<file path="config.mk">
export PLATFORM = sky130hd
export DESIGN_NAME = state_trace_fifo
export DESIGN_NICKNAME = d
export VERILOG_FILES = /design/src/rtl/state_trace_fifo.sv
export SDC_FILE = /design/constraint.sdc
export NUM_CORES = 1
export LEC_CHECK = 0
export CELL_PAD_IN_SITES_DETAIL_PLACEMENT = 0
export CELL_PAD_IN_SITES_GLOBAL_PLACEMENT = 2
export CORE_UTILIZATION = 25
export DETAILED_ROUTE_END_ITERATION = 10
export GPL_ROUTABILITY_DRIVEN = 1
export PLACE_DENSITY = 0.53
export SYNTH_ARGS = -nofsm -noshare
export SYNTH_HDL_FRONTEND = slang
export SYNTH_SLANG_ARGS = --single-unit
export TNS_END_PERCENT = 20
</file>
<file path="constraint.sdc">
create_clock -name clk -period 6.7 [get_ports clk]
set_input_delay 1.34 -clock clk [delete_from_list [all_inputs] [get_ports clk]]
set_output_delay 1.34 -clock clk [all_outputs]
set_load 0.02 [all_outputs]
</file>
<file path="src/rtl/state_trace_fifo.sv">
// rtl/state_trace_fifo.sv - state-change trace FIFO with valid/ready drain port.
// Define TRACE_DWELL_EN to record per-entry dwell counts; otherwise rd_dwell is tied to 0.
module state_trace_fifo #(
  parameter int DEPTH = 8,
  parameter int DW    = 5
) (
  input  logic                   clk,
  input  logic                   res,
  input  logic [2:0]             s_in,
  input  logic                   clr,
  input  logic                   rd_ready,
  output logic                   rd_valid,
  output logic [2:0]             rd_state,
  output logic [DW-1:0]          rd_dwell,
  output logic [$clog2(DEPTH):0] count,
  output logic                   full,
  output logic                   ovf
);
  localparam int AW = $clog2(DEPTH);
  localparam int CW = AW + 1;

  logic [2:0]    prev_s_q;
  logic          armed_q;
  logic [AW-1:0] wr_ptr_q, rd_ptr_q;
  logic [CW-1:0] count_q, count_d;
  logic          ovf_q;
  logic [2:0]    mem_state_q [DEPTH];
  logic          change, pop, push, drop;

  assign rd_valid = (count_q != '0);
  assign full     = (count_q == CW'(DEPTH));
  assign count    = count_q;
  assign ovf      = ovf_q;
  assign rd_state = rd_valid ? mem_state_q[rd_ptr_q] : 3'd0;

  // A pop on the same edge frees the slot, so a full FIFO still accepts the push.
  assign change = armed_q && (s_in != prev_s_q);
  assign pop    = rd_valid && rd_ready;
  assign push   = change && (!full || pop);
  assign drop   = change && full && !pop;

  always_comb begin
    count_d = count_q;
    case ({push, pop})
      2'b10:   count_d = count_q + CW'(1);
      2'b01:   count_d = count_q - CW'(1);
      default: count_d = count_q;
    endcase
  end

  always_ff @(posedge clk or negedge res) begin
    if (!res) begin
      prev_s_q <= 3'd0;
      armed_q  <= 1'b0;
      wr_ptr_q <= '0;
      rd_ptr_q <= '0;
      count_q  <= '0;
      ovf_q    <= 1'b0;
    end else if (clr) begin
      armed_q  <= 1'b0;
      wr_ptr_q <= '0;
      rd_ptr_q <= '0;
      count_q  <= '0;
      ovf_q    <= 1'b0;
    end else begin
      if (!armed_q || change) prev_s_q <= s_in;
      armed_q <= 1'b1;
      if (push) wr_ptr_q <= wr_ptr_q + AW'(1);
      if (pop)  rd_ptr_q <= rd_ptr_q + AW'(1);
      count_q <= count_d;
      if (drop) ovf_q <= 1'b1;
    end
  end

  always_ff @(posedge clk) begin
    if (!clr && push) mem_state_q[wr_ptr_q] <= s_in;
  end

`ifdef TRACE_DWELL_EN
  logic [DW-1:0] dwell_cnt_q;
  logic [DW-1:0] mem_dwell_q [DEPTH];

  always_ff @(posedge clk or negedge res) begin
    if (!res) begin
      dwell_cnt_q <= '0;
    end else if (!clr) begin
      if (!armed_q || change)   dwell_cnt_q <= DW'(1);
      else if (dwell_cnt_q != '1) dwell_cnt_q <= dwell_cnt_q + DW'(1);
    end
  end

  always_ff @(posedge clk) begin
    if (!clr && push) mem_dwell_q[wr_ptr_q] <= dwell_cnt_q;
  end

  assign rd_dwell = rd_valid ? mem_dwell_q[rd_ptr_q] : '0;
`else
  assign rd_dwell = '0;
`endif

endmodule

</file>
* Word level (Yosys, flattened, before mapping)
Memory sizes are Yosys's and may differ from the RTL's.
Cells that the tools add are included.
** Storage, ports and cells
- Memories :: 1
- Bits in registers :: 15
- Bits in writable memories :: 24
- Logic and storage cells :: 46
- Bits of input ports :: 7
** Memories
- mem_state_q :: depth 8, width 3, read ports 1, clocked after memory_dff 0, wr ports 1, line 27 : logic [2:0] mem_state_q [DEPTH];
** Operators by class
- Eq/ne operators :: 4
- Reductions and logical operators :: 18
- Bitwise logic cells :: 1
- Add/sub/neg operators :: 4
- Muxes and demuxes :: 12
** Operator list (count)
- two-way mux 3 bit :: 5
- case mux 4 bit (2 select lines) :: 1
- adder 3 x 1 -> 3 bit, second input constant :: 2
- logical AND 1 bit :: 6
- nonzero test 2 bit :: 3
- two-way mux 1 bit :: 5
- adder 4 x 1 -> 4 bit, second input constant :: 1
- equality test 4 bit, second input constant :: 1
- logical NOT 1 bit :: 4
- two-way mux 4 bit :: 1
- nonzero test 4 bit :: 1
- subtractor 4 x 1 -> 4 bit, second input constant :: 1
- inequality test 3 bit :: 1
- nonzero test 3 bit :: 1
- equality test 2 x 1 -> 1 bit, second input constant :: 1
- equality test 2 bit, second input constant :: 1
- logical OR 1 bit :: 2
- AND reduction 2 bit :: 1
- inverter 1 bit :: 1

* Longest topological paths before layout
Gate-level depths: netlist of the first run.
- Depth after elaboration :: 7
- Depth in mapped cells :: 10

* Least setup slack after synthesis of the first run
Ideal clock, no wire load.
- Path kind :: in2reg
- Start :: in s_in[0]
- End :: reg count_q[3] (netlist: count[3])
- Arrival time :: 3.217 ns
- Path buffers :: 1
- Path slack :: 3.359 ns
- Library setup time :: 0.125 ns
- Stages on the path :: 9
- Path through :: xor2_1 o31a_1 buf_4 nor2_1 ha_1 a21o_2 a21o_1 a31oi_1 mux2_2
** Between the ends
- Longest elaborated chain between the ends :: 6
** Ends and longest elaborated chain
- from (decl) :: line 9 : input logic [2:0] s_in,
- inequality test 3 bit (*) :: line 37 : assign change = armed_q && (s_in != prev_s_q);
- logical AND 1 bit (*) :: line 37
- logical AND 1 bit (*) :: line 39 : assign push = change && (!full || pop);
- equality test 2 x 1 -> 1 bit / equality test 2 bit (equally long branches) :: line 44 : case ({push, pop})
- case mux 4 bit (2 select lines) :: line 44
- two-way mux 4 bit :: line 59 : end else if (clr) begin
- to (signal assigned) :: line 70 : count_q <= count_d;
- to (decl) :: line 25 : logic [CW-1:0] count_q, count_d;
Mark *: on every way between the ends. The rest lies on a longest branch, timed or not.
A chain may end at the register's enable or synchronous reset.

* Worst setup path after layout of the first run
Same ends and word-level chain as after synthesis.

==> impl_metrics.tcl, run 1 <==
set metrics [dict create \
    dp.cells 237 \
    outcome "complete, no violations" \
    drive_above_1_share_pct 14.8 \
    postCtsSetupRepairBufs 0 \
    n_antenna_cell 0 \
    ant_nets 0 \
    htreeDepth 2 \
    mostFrequentLayoutCell "edfxtp_1" \
    grt_usage_pct 10.3 \
    ys_types 33 \
    utilization_pct 30.9 \
    post_cts_resized 0 \
    numPortBuffers 16 \
    io_pins 22 \
    firstDrtPassIters 4 \
    grt_pass1_vias 1019 \
    gp_congestion 0.705 \
    pwr-share-seq_pct 42.0 \
    multiInputGateArea_um2 671 \
    p_int_w 0.000496 \
    p_total_w 0.000762 \
    combPwrFrac_pct 38.2 \
    start_util_pct 26.3 \
    grt_pass1_wl_um 5580 \
    maxCapViolCount 0 \
    grt_max_degree 18 \
    switchingPower_w 0.000266 \
    finalWirelength_um 3440 \
    stdcell_count 245 \
    syn_area_mm2 0.00183 \
    crit_type "input pin to register" \
    crit_start "s_in[0]" \
    yosysWarnings 0 \
    regToRegStartpoint "count[1]" \
    clkTransAtPathRegs_ns 0.07 \
    syn_avg_cell_area_um2 13.8 \
    end_kind "register" \
    clkLatencyLatePin_ns 0.28 \
    period_share_pct 57.7 \
    dp_hpwl_um 2520 \
    crit_arrival_ns 4.04 \
    cts_buffers 5 \
    die_w_um 87.5 \
    drc 0 \
    rsz0062_at_grt "false" \
    drv_slew 0 \
    wl_per_cell_um 14.0 \
    worstMarginPinSlew_ns 0.759 \
    cts_sinks 39 \
    drtIter0Drc 112 \
    n_fill_cell 712 \
    rows 30 \
    ys_seq_elements 39 \
    clockRootBuffer "clkbuf_8" \
    worst-path-max-fanout 10 \
    antenna_found_initial 0 \
    core_region_area_mm2 0.00694 \
    fp.dieH_um 87.5 \
    fin_nets 160 \
    hp-start "ovf" \
    register_area_mm2 0.00110 \
    clockBufferDepth 2 \
    fin_setup_tns_ns 0 \
    syn_to_final_growth_pct 17.2 \
    relSlewSlack_pct 49.2 \
    vias 1020 \
    p_leak_nw 0.812 \
    cp.required_ns 6.87 \
    overflow 0 \
    clock.fmax_mhz 259 \
    clkPwrFrac_pct 19.8 \
    p_per_area_mw_per_mm2 355 \
    ys_seq_area_share_pct 60.0 \
    finalSetupViolations 0 \
    skew_ns 0.00519 \
    cts_tree "yes" \
    cts_hold_buf 0 \
    p_sw_share_pct 34.9 \
    hold_viol 0 \
    routed_via_density 4.16 \
    hp-class "register to register" \
    period_needed_ns 3.87 \
    synthCells 132 \
    mostFrequentLayoutCells "24 x edfxtp_1, 20 x nor2_1, 16 x clkdlybuf4s50_1, 15 x dfrtp_1, 8 x xor2_1" \
    worst_setup_path_start_kind "input pin" \
    dieArea_mm2 0.00766 \
    irDropWorstVdd_v 0.0000953 \
]
## Yosys cell counts, drive strengths merged
master,count,area [um^2]
dfrtp,15,375
nor4,1,12.5
nor2b,1,6.26
and2,2,15.0
nand3,1,5.00
ha,4,50.1
nand4,1,6.26
conb,1,3.75
nor2,20,75.1
fa,1,20.0
buf,7,50.0
nand3b,1,7.51
mux2i,8,92.6
inv,3,11.3
xnor2,1,8.76
edfxtp,24,721
nor3,4,20.0
clkbuf,4,15.0
a31oi,1,6.26
xor2,8,70.1
mux4,6,135
mux2,4,45.0
o31a,1,8.76
or3,1,6.26
nand2,6,22.5
a21oi,2,10.0
nand2b,2,12.5
a21o,2,16.3
## through the flow
step	hold slack (ns)	area (um^2)	setup slack, ns
floorplan	0.500	1840	3.36
global placement	0.496	2060	2.59
global route	0.545	2140	2.69
CTS	0.523	2140	2.81
finish	0.519	2140	2.83
detailed placement	0.501	2060	2.51
## power by group through the flow
stage               sequential, W  clock, W  combinational (W)
finish                   0.000320  0.000151           0.000291
global route             0.000328  0.000168           0.000319
CTS                      0.000322  0.000157           0.000297
detailed placement       0.000327         0           0.000296
global placement         0.000325         0           0.000296
floorplan                0.000316         0           0.000201
## critical path, cell delays in order
cell             delay [ns]
clkdlybuf4s50_1        0.58
xor2_1                 0.22
o31a_1                 0.44
nor2_1                 0.25
ha_1                   0.27
a21o_2                 0.20
a21o_1                 0.18
a31oi_1                0.19
mux2_2                 0.35
## layout make-up
type / count / area share, %
inverter: 3 / 0.525
clock buffer: 6 / 3.39
tap: 96 / 5.60
clock inverter: 2 / 0.584
multi-input combinational: 83 / 31.3
sequential: 39 / 51.1
timing repair buffer: 16 / 7.47
## cell families (layout without fill, tap and decap cells)
kind of cell / after synthesis / count (layout) / share of synthesized area, %
flops: 39 / 39 / 60.0
compound gates: 6 / 6 / 2.26
fa+ha+maj: 5 / 5 / 3.83
other cells: 1 / 5 / 0.205
simple gates: 40 / 40 / 10.3
xor+xnor: 9 / 9 / 4.31
buf+inv: 14 / 27 / 4.17
mux: 18 / 18 / 14.9
## metal layers
| metal | GRT usage (%) | vias to the layer above | part of all wire, % |
|---|---|---|---|
| met1 | 15.0 | 501 | 50 |
| met2 | 14.5 | 25 | 45 |
| met3 | 3.22 | 2 | 4.1 |
| li1 | - | 492 | - |
| met4 | 3.58 | 0 | 0.76 |
| met5 | 0 | - | 0 |
## worst paths after layout
path,end,slack [ns],cells after the start
setup / recovery,count[3],2.83,9
hold / removal,ovf,0.52,2
setup reg to reg,count[3],3.96,9
hold reg to reg,ovf,0.52,2
max in group asynchronous,prev_s_q[0],4.72,1
min in group asynchronous,ovf,1.50,1
## sequential cells by signal, summed over array words and instances, names as in the netlist
register     cells
armed_q          1
count            4
mem_state_q     24
ovf              1
prev_s_q         3
rd_ptr_q         3
wr_ptr_q         3
Note: power is estimated with default switching activity, not from simulation.
==> run 2, diff against run 1 <==
--- a/config.mk
+++ b/config.mk
@@ -10,7 +10,7 @@
 export CORE_UTILIZATION = 25
 export DETAILED_ROUTE_END_ITERATION = 10
 export GPL_ROUTABILITY_DRIVEN = 1
-export PLACE_DENSITY = 0.53
+export PLACE_DENSITY = 0.55
 export SYNTH_ARGS = -nofsm -noshare
 export SYNTH_HDL_FRONTEND = slang
 export SYNTH_SLANG_ARGS = --single-unit
==> constraint.sdc (replaced) <==
create_clock -name clk -period 3.3 [get_ports clk]
set_input_delay 0.66 -clock clk [delete_from_list [all_inputs] [get_ports clk]]
set_output_delay 0.66 -clock clk [all_outputs]
set_load 0.02 [all_outputs]
==> run 2 against run 1 <==
Count of clock-buffer cells in the layout is 1 lower. Critical path depth down 5. Global-route usage up 0.14 points. Highest routed layer unchanged. Clock skew hardly changed. Sequential share of layout area is 2.1 points lower. Combinational power rose by 110%. Sequential power grew 100%. Hold slack got worse by 0.012 ns.
==> impl_metrics.tcl, run 2 (same netlist as run 1, synthesis figures left out) <==
set metrics [dict create \
    grt_pass1_wl_um 5810 \
    irDropWorstVdd_v 0.000266 \
    die_w_um 87.5 \
    period_share_pct 88.6 \
    grt_usage_pct 10.5 \
    fp.dieH_um 87.5 \
    largest_register_ff_count 24 \
    rr_worst_depth 10 \
    clockBufferDepth 2 \
    grt_pass1_vias 1123 \
    crit_type "register to output port" \
    n_antenna_cell 0 \
    cp.required_ns 2.64 \
    finalWirelength_um 3530 \
    r2r_slack_ns 0.81 \
    finalSetupViolations 0 \
    io_pins 22 \
    drive_above_1_share_pct 19.7 \
    r2r_end "count[3]" \
    dp_hpwl_um 2680 \
    outcome "complete, no violations" \
    clockRootBuffer "clkbuf_8" \
    hp-start "ovf" \
    period_needed_ns 2.93 \
    crit_arrival_ns 2.27 \
    p_per_area_mw_per_mm2 753 \
    relSlewSlack_pct 49.3 \
    regMostFlops "mem_state_q" \
    rows 30 \
    fin_nets 168 \
    mostFrequentLayoutCells "24 x edfxtp_1, 20 x nor2_1, 16 x clkdlybuf4s50_1, 15 x dfrtp_1" \
    firstDrtPassIters 4 \
    cts_hold_buf 0 \
    antenna_found_initial 0 \
    end_kind "output port" \
    gp_congestion 0.719 \
    routed_via_density 4.21 \
    fin_setup_tns_ns 0 \
    clock.fmax_mhz 342 \
    htreeDepth 2 \
    syn_to_final_growth_pct 22.2 \
    skew_ns 0.00553 \
    cts_sinks 39 \
    drc 0 \
    hold_path_end "ovf" \
    post_cts_resized 0 \
    rsz0062_at_grt "false" \
    worst_setup_path_start_kind "register" \
    grt_max_degree 16 \
    vias 1064 \
    worst-path-max-fanout 8 \
    ant_nets 0 \
    maxCapViolCount 0 \
    start_util_pct 26.3 \
    drv_slew 0 \
    postCtsSetupRepairBufs 0 \
    wl_per_cell_um 14.0 \
    hp-class "register to register" \
    mostFrequentLayoutCell "edfxtp_1" \
    overflow 0 \
    worstMarginPinSlew_ns 0.758 \
    numPortBuffers 16 \
    timing.final.ws_setup_ns 0.375 \
    hold_viol 0 \
    regToRegStartpoint "count[1]" \
    min_path_cells 2 \
    clkTransAtPathRegs_ns 0.08 \
    clkLatencyLatePin_ns 0.29 \
    pre_cts_ws_ns 0.275 \
    core_region_area_mm2 0.00694 \
    dieArea_mm2 0.00766 \
    cts_buffers 5 \
    drtIter0Drc 38 \
    p_leak_nw 0.869 \
    cts_tree "yes" \
]
run 2: cell count changes in the layout (fill, tap and decap cells not counted), sizes merged:
cell,delta
buf,+8
clkinvlp,-1
clkbuf,-1
bufinv,+1
inv,+1
run 2: worst max-delay path: stages, from the launching register on:
cell and delay [ns]:
dfrtp_1 0.66, mux4_2 0.58, mux2i_1 0.14, nor2_1 0.06, clkdlybuf4s50_1 0.53
run 2: metal layers:
metal  part of all wire, %  track usage, %
met5                     0               0
met4                  0.99            3.58
met3                   3.4            2.56
met2                    50            17.3
met1                    46            13.4
run 2: worst max-delay path by stage:
stage / start / to / slack, ns / depth (start not counted)
after CTS: rd_ptr_q[0] / rd_state[2] / 0.30 / 4
after global routing: rd_ptr_q[0] / rd_state[2] / 0.23 / 4
after floorplan: s_in[0] / count[3] / 0.64 / 9
after global placement: s_in[0] / count[3] / 0.29 / 9
after detailed placement: s_in[0] / count[3] / 0.27 / 9
final: rd_ptr_q[0] / rd_state[2] / 0.37 / 4
run 2: area by class of cell:
| class | count | area, um^2 |
|---|---|---|
| Fill cell | 675 | 4710 |
| Inverter | 3 | 11.3 |
| Clock buffer | 5 | 68.8 |
| Clock inverter | 3 | 47.5 |
| Tap cell | 96 | 120 |
| Timing Repair Buffer | 24 | 220 |
| Sequential cell | 39 | 1100 |
| Multi-Input combinational cell | 83 | 671 |
run 2: stage by stage:
| step | power, W | utilization (%) | instances | hold slack, ns | instance area [um^2] |
|---|---|---|---|---|---|
| floorplan | 0.00105 | - | 136 | 0.364 | 1840 |
| global placement | 0.00130 | 30.5 | 245 | 0.480 | 2120 |
| detailed placement | 0.00130 | 30.5 | 245 | 0.495 | 2120 |
| CTS | 0.00171 | 32.2 | 253 | 0.515 | 2230 |
| global route | 0.00179 | 32.2 | 253 | 0.553 | 2230 |
| finish | 0.00168 | 32.2 | 253 | 0.507 | 2230 |
run 2: report_power, final:
group / total (W) / internal (W) / switching (W)
clock network: 0.000410 / 0.000229 / 0.000181
logic: 0.000625 / 0.000322 / 0.000303
registers: 0.000649 / 0.000563 / 0.0000860
